File: config.mk
export PLATFORM = sky130hd
export DESIGN_NAME = tdm_mux_4x1_flat
export DESIGN_NICKNAME = d
export VERILOG_FILES = /design/src/rtl/tdm_pkg.sv /design/src/rtl/tdm_mux_4x1_if.sv /design/src/rtl/tdm_mux_4x1_rr_pick4.sv /design/src/rtl/tdm_mux_4x1.sv /design/src/flat_wrapper.sv
export SDC_FILE = /design/constraint.sdc
export NUM_CORES = 1
export LEC_CHECK = 0
export CAP_MARGIN = 0
export CORE_AREA = 2 2 39 41
export DETAILED_ROUTE_END_ITERATION = 16
export DIE_AREA = 0 0 41 43
export SLEW_MARGIN = 25
export SYNTH_ARGS = -nofsm -noshare
export SYNTH_HDL_FRONTEND = slang
export SYNTH_SLANG_ARGS = --single-unit
export TNS_END_PERCENT = 5
File: constraint.sdc
create_clock -name clk -period 2.6 [get_ports clk]
set_input_delay 0.78 -clock clk [delete_from_list [all_inputs] [get_ports clk]]
set_output_delay 0.78 -clock clk [all_outputs]
set_load 0.03 [all_outputs]
File: src/rtl/tdm_pkg.sv
// Shared types and constants for the four-channel TDM multiplexer.
package tdm_pkg;

    localparam int NUM_CH = 4;
    localparam int SEL_W  = 2;

    typedef logic [SEL_W-1:0] sel_t;

    // Channel index increment, wrapping 3 -> 0.
    function automatic sel_t sel_inc(sel_t s);
        return s + sel_t'(1);
    endfunction

endpackage

File: src/rtl/tdm_mux_4x1_if.sv
// Channel-side and line-side handshake bundle of the TDM multiplexer.
interface tdm_mux_4x1_if #(
    parameter int W = 1
);
    logic [W-1:0] I0, I1, I2, I3;
    logic         V0, V1, V2, V3;
    logic         R0, R1, R2, R3;
    logic [W-1:0] A;
    logic         S1, S0;
    logic         A_valid;
    logic         A_ready;

    // Valid/ready: a word moves on a rising edge where both valid and ready are
    // high; ready may depend combinationally on valid, valid never on ready.
    modport master (
        output I0, I1, I2, I3, V0, V1, V2, V3, A_ready,
        input  R0, R1, R2, R3, A, S1, S0, A_valid
    );

    modport slave (
        input  I0, I1, I2, I3, V0, V1, V2, V3, A_ready,
        output R0, R1, R2, R3, A, S1, S0, A_valid
    );
endinterface

File: src/rtl/tdm_mux_4x1_rr_pick4.sv
// Combinational round-robin picker: first valid channel starting at ptr_i.
module rr_pick4
    import tdm_pkg::*;
(
    input  sel_t              ptr_i,
    input  logic [NUM_CH-1:0] v_i,
    output sel_t              g_o,
    output logic              any_valid_o
);
    sel_t idx;

    // Scan from the farthest offset back to ptr so the nearest valid wins.
    always_comb begin
        g_o         = ptr_i;
        any_valid_o = 1'b0;
        idx         = ptr_i;
        for (int k = NUM_CH - 1; k >= 0; k--) begin
            idx = ptr_i + sel_t'(k);
            if (v_i[idx]) begin
                g_o         = idx;
                any_valid_o = 1'b1;
            end
        end
    end
endmodule

File: src/rtl/tdm_mux_4x1.sv
// Four-channel TDM multiplexer feeding a 1-to-4 demux over A and S1/S0.
// Macro TDM_SKIP_IDLE_EN selects work-conserving round-robin instead of fixed slots.
module tdm_mux_4x1
    import tdm_pkg::*;
#(
    parameter int W = 1
) (
    input  logic          clk,
    input  logic          rst,
    tdm_mux_4x1_if.slave  bus,
    output sel_t          ptr_o
);
    sel_t              ptr_q, ptr_d;
    sel_t              sel_q, sel_d;
    logic [W-1:0]      a_q, a_d;
    logic              a_valid_q, a_valid_d;
    logic              ld;
    sel_t              g;
    logic [NUM_CH-1:0] v;
    logic [NUM_CH-1:0] rdy;
    logic [W-1:0]      din [NUM_CH];

    assign v      = {bus.V3, bus.V2, bus.V1, bus.V0};
    assign din[0] = bus.I0;
    assign din[1] = bus.I1;
    assign din[2] = bus.I2;
    assign din[3] = bus.I3;

    assign ld = !a_valid_q || bus.A_ready;

`ifdef TDM_SKIP_IDLE_EN
    logic any_valid;

    rr_pick4 u_pick (
        .ptr_i       (ptr_q),
        .v_i         (v),
        .g_o         (g),
        .any_valid_o (any_valid)
    );

    // Idle cycles clear A_valid only; pointer and last word stay put.
    always_comb begin
        ptr_d     = ptr_q;
        sel_d     = sel_q;
        a_d       = a_q;
        a_valid_d = a_valid_q;
        if (ld) begin
            a_valid_d = any_valid;
            if (any_valid) begin
                a_d   = din[g];
                sel_d = g;
                ptr_d = sel_inc(g);
            end
        end
    end
`else
    assign g = ptr_q;

    // Fixed slots: the pointer advances on every load, valid or not.
    always_comb begin
        ptr_d     = ptr_q;
        sel_d     = sel_q;
        a_d       = a_q;
        a_valid_d = a_valid_q;
        if (ld) begin
            a_d       = din[g];
            sel_d     = g;
            a_valid_d = v[g];
            ptr_d     = sel_inc(ptr_q);
        end
    end
`endif

    always_comb begin
        rdy = '0;
        if (ld && !rst) begin
            rdy[g] = 1'b1;
        end
    end

    always_ff @(posedge clk or posedge rst) begin
        if (rst) begin
            ptr_q     <= '0;
            sel_q     <= '0;
            a_q       <= '0;
            a_valid_q <= 1'b0;
        end else begin
            ptr_q     <= ptr_d;
            sel_q     <= sel_d;
            a_q       <= a_d;
            a_valid_q <= a_valid_d;
        end
    end

    assign bus.R0      = rdy[0];
    assign bus.R1      = rdy[1];
    assign bus.R2      = rdy[2];
    assign bus.R3      = rdy[3];
    assign bus.A       = a_q;
    assign bus.S1      = sel_q[1];
    assign bus.S0      = sel_q[0];
    assign bus.A_valid = a_valid_q;
    assign ptr_o       = ptr_q;
endmodule
File: src/flat_wrapper.sv
// flat-port wrapper written by rule: the top's interface ports become plain ports
module tdm_mux_4x1_flat import tdm_pkg::*;
#(
    parameter int W = 1
)
  (clk, rst, ptr_o, bus_I0, bus_I1, bus_I2, bus_I3, bus_V0, bus_V1, bus_V2, bus_V3, bus_A_ready, bus_R0, bus_R1, bus_R2, bus_R3, bus_A, bus_S1, bus_S0, bus_A_valid);
  tdm_mux_4x1_if #(.W(W)) bus_i ();
  input  logic clk;
  input  logic rst;
  output sel_t ptr_o;
  input wire logic [$bits(bus_i.I0)-1:0] bus_I0;
  input wire logic [$bits(bus_i.I1)-1:0] bus_I1;
  input wire logic [$bits(bus_i.I2)-1:0] bus_I2;
  input wire logic [$bits(bus_i.I3)-1:0] bus_I3;
  input wire logic [$bits(bus_i.V0)-1:0] bus_V0;
  input wire logic [$bits(bus_i.V1)-1:0] bus_V1;
  input wire logic [$bits(bus_i.V2)-1:0] bus_V2;
  input wire logic [$bits(bus_i.V3)-1:0] bus_V3;
  input wire logic [$bits(bus_i.A_ready)-1:0] bus_A_ready;
  output wire logic [$bits(bus_i.R0)-1:0] bus_R0;
  output wire logic [$bits(bus_i.R1)-1:0] bus_R1;
  output wire logic [$bits(bus_i.R2)-1:0] bus_R2;
  output wire logic [$bits(bus_i.R3)-1:0] bus_R3;
  output wire logic [$bits(bus_i.A)-1:0] bus_A;
  output wire logic [$bits(bus_i.S1)-1:0] bus_S1;
  output wire logic [$bits(bus_i.S0)-1:0] bus_S0;
  output wire logic [$bits(bus_i.A_valid)-1:0] bus_A_valid;
  assign bus_i.I0 = bus_I0;
  assign bus_i.I1 = bus_I1;
  assign bus_i.I2 = bus_I2;
  assign bus_i.I3 = bus_I3;
  assign bus_i.V0 = bus_V0;
  assign bus_i.V1 = bus_V1;
  assign bus_i.V2 = bus_V2;
  assign bus_i.V3 = bus_V3;
  assign bus_i.A_ready = bus_A_ready;
  assign bus_R0 = bus_i.R0;
  assign bus_R1 = bus_i.R1;
  assign bus_R2 = bus_i.R2;
  assign bus_R3 = bus_i.R3;
  assign bus_A = bus_i.A;
  assign bus_S1 = bus_i.S1;
  assign bus_S0 = bus_i.S0;
  assign bus_A_valid = bus_i.A_valid;
  tdm_mux_4x1 #(.W(W)) u_core (.clk(clk), .rst(rst), .bus(bus_i), .ptr_o(ptr_o));
endmodule
==> impl_summary.md <==
Placed design
The count of input and output buffers is 20. At the end of routability-driven placement, the weighted congestion stood at 0.695. Before CTS, the worst setup slack after placement is -0.0283 ns. Including well taps, the total number of placed cells is 64.

The estimated wirelength of the detail-placed design is 649 µm.

Finish
The area used by sequential logic in the layout is 150 µm². The final layout contains 68 nets. At the end of the flow the core is filled with cells to 0.451. The footprint of the multi-input gates is 215 µm². The post-route non-filler standard cell count is 67. Relative to the synthesized area, the layout overhead comes to 72.7%. In the layout the commonest cells are clkdlybuf4s50_1 (16), buf_4 (6), dfrtp_1 (6). Of the cells placed in the final design, the portion with a size suffix greater than 1 is 0.353. Leaving out fill and tap cells, the most frequent cell in the layout is clkdlybuf4s50_1.

The fill cell total of the finished layout is 131. The total inserted antenna cells is 0.

Synth
The mapped netlist covers 362 µm². The register bit total from synthesis is 6. For this run, the register share of the synthesized area comes to 0.415. The count of synthesis-stage warnings from yosys is 0. The average cell area after synthesis is 13.4 µm². Synthesis produced 27 cells.

The count of cell types in the netlist is 11. Synthesis produced a netlist with a net count of 42.

Setup path
The signal on the critical path passes through clkdlybuf4s50_1 -> nor2b_1 -> buf_4 -> nor3b_2 -> buf_4. On the critical path the largest part of the delay comes from buffers and inverters. The critical path depth in cells is 5.

The worst reg2reg path endpoint is u_core.bus.A$_DFFE_PP0P_. In this run the critical register-to-register path is launched from u_core.ptr_o[0]$_DFFE_PP0P_. The category of the worst setup path capture point is a primary output. The critical path is of the primary input to primary output type. At the worst endpoint, the arrival time is 1.79 ns. Counting stages on the worst path, the most repeated cell is buf_4. The cell with the biggest individual delay on the critical path is clkdlybuf4s50_1.

The count of cells along the worst register-to-register path is 2. The destination of the critical timing path is bus_R0. Tracing the worst setup path back leads to its startpoint at bus_A_ready.

The maximum fanout encountered on the critical timing path is 5. STA puts the critical path data required time at 1.82 ns. For this run, the slowest stage of the critical path takes 0.45 ns. The critical path launch point type is a primary input.

Counting both buffers and inverters, the worst setup path holds a total of 3. The register-to-register path setup slack is 1.16 ns.

Global routing
For this run the aggregate overflow at the end of global routing stands at 0. The met3 layer usage reported by global route is 0.0314. The maximum number of pins on one net before global-route repair is 9.

The wire length of the first global-routing pass is 1390 µm. The most used routing layer is met2. In the global route stage, met2 resource usage came out at 0.200. For met1 alone, demand over resource in global routing was 0.114. The via count of the first global-routing pass is 338.

Across every metal layer, demand over resource in global routing totals 0.121. The number of antenna violations at the first check in global routing is 0.

Timing
The number of hold violations in the final report came to 0. The total setup violations reported at the end of the flow is 0. For the pin with the worst max-slew slack, the measured transition is 0.322 ns.

Derived from the worst setup path, the maximum achievable clock frequency is 389 MHz. Setup repair after global routing left no endpoint under its margin. The max-slew violation total from the final report is 0. In the finished design, the share of the clock period the worst path needs comes to 0.989. Measured against its own limit, the worst slew margin works out to 0.785. The worst setup slack after layout is 0.0277 ns. The final critical delay including setup and external delays is 2.57 ns. The largest clock skew in the final design is 0.00549 ns.

Floorplanning
After floorplanning, the core was sized to cover 1380 µm². The number of top-level design ports is 21. The number of rows in the core area is 14.

The die is 41 µm wide. The starting density of the core is 0.261. The die is 43 µm tall.

The floorplan step defined a die boundary enclosing 1760 µm².

Clocking
The total number of clock tree sinks is 6. The root buffer cell chosen for the clock tree is clkbuf_4. The maximum count of clock buffers along a single path is 2. The number of buffers created by CTS is 3. TritonCTS built the clock tree. Clock latency on the worst-skew pair, taken at its later pin, is 0.25 ns. After clock tree synthesis, the clock-pin slew on the worst setup and hold paths is 0.05 ns. The H-tree depth is 1.

Drt
The number of detailed-routing iterations run before antenna repair is 3. Dividing the detail-routed via count by the number of cells gives 4.55. For this block, the initial DRC count from the detailed router was 1. The detail route stage leaves a number of antenna-violating nets equal to 0. The wire length per cell is 12.3 µm. The routed design has 821 µm of wire.

The DRC violation count after routing is 0. Detailed routing inserted a total of 305 vias.

Run status
The run finished with clean final reports.

Power
The part of the power in the clock network is 0.119. The portion of total power attributed to sequential cells is 0.270. Of the total power, combinational logic draws 0.612. The switching power share of the total is 0.419. IR analysis of the VDD net gives a maximum drop of 395 µV. The total power divided by cell area is 1170 nW/µm². The internal portion of the total power is 0.000425 W. The net switching power is 0.000307 W. The static power due to leakage is 0.275 nW.

Worst hold path
The depth of the worst hold-timing path is 1. The start point of the worst min-delay path is u_core.bus.A$_DFFE_PP0P_. The tightest min-delay check is of the flop to flop type.

Job
Max-cap violations in this run came to 0.
-- power by group through the flow --
stage | combinational, W | sequential, W | clock [W]
after global placement | 0.000432 | 0.000200 | 0
after global routing | 0.000484 | 0.000208 | 0.0000954
final | 0.000448 | 0.000197 | 0.0000868
after detailed placement | 0.000440 | 0.000201 | 0
after floorplan | 0.000173 | 0.000287 | 0
after CTS | 0.000448 | 0.000199 | 0.0000837
-- registers in the layout, indices dropped and copies added (netlist names) --
register and flops:
u_core.bus.A 1, u_core.ptr_o 2, u_core.bus.A_valid 1, u_core.sel_q 2
-- worst register-to-register path, delay by kind of cell, from the launching register on --
family	cells	cell delay (ns)
flip-flops	1	0.52
multiplexers	2	0.80
-- cells in the mapped netlist --
master / n / area (µm²)
dfrtp_1: 6 / 150
ha_1: 4 / 50.1
mux2_2: 4 / 45.0
nor3b_1: 4 / 30.0
inv_1: 3 / 11.3
buf_2: 1 / 5.00
mux4_1: 1 / 26.3
mux4_2: 1 / 22.5
nor2b_1: 1 / 6.26
or2_1: 1 / 6.26
xnor2_1: 1 / 8.76
-- per-stage QoR --
step	setup TNS [ns]	instance area [µm²]	total power [W]	hold slack, ns
after global routing	0	624	0.000787	0.522
after global placement	0	582	0.000632	0.489
final	0	624	0.000732	0.501
after CTS	0	614	0.000731	0.506
after floorplan	0	362	0.000460	0.571
after detailed placement	-0.0307	582	0.000641	0.497
-- cells by family (layout without fill, tap and decap cells) --
kind of cell	after synthesis	count (layout)	share of synthesized area
XOR/XNOR	1	1	0.0242
multiplexers	6	6	0.260
adder cells (fa/ha/maj)	4	4	0.138
buffers and inverters	4	28	0.0450
AND/OR/NAND/NOR	6	6	0.118
flip-flops	6	6	0.415
-- layout make-up --
type | instances | share of cell area
Tap cell | 16 | 0.0321
Sequential cell | 6 | 0.240
Clock buffer | 3 | 0.0361
Timing Repair Buffer | 22 | 0.329
Multi-Input combinational cell | 17 | 0.345
Inverter | 3 | 0.0180
-- per-layer routing --
layer,wire length [µm],up-vias
met5,0,-
met4,25,0
met3,48,2
met2,460,13
met1,288,149
li1,-,141
-- worst min path at each step --
stage                                  endpoint
CTS                    u_core.bus.A$_DFFE_PP0P_
floorplan              u_core.bus.A$_DFFE_PP0P_
global placement    u_core.sel_q[0]$_DFFE_PP0P_
finish                 u_core.bus.A$_DFFE_PP0P_
detailed placement     u_core.bus.A$_DFFE_PP0P_
global route           u_core.bus.A$_DFFE_PP0P_
-- repair_timing --
action | in CTS | in global routing
setup buffers | 0 | 0
pin swaps | 0 | 0
gates resized for setup | 2 | 2
endpoints found under the setup margin | 2 | 2
hold buffers | 0 | 0
(Power assumes the default switching activity.)
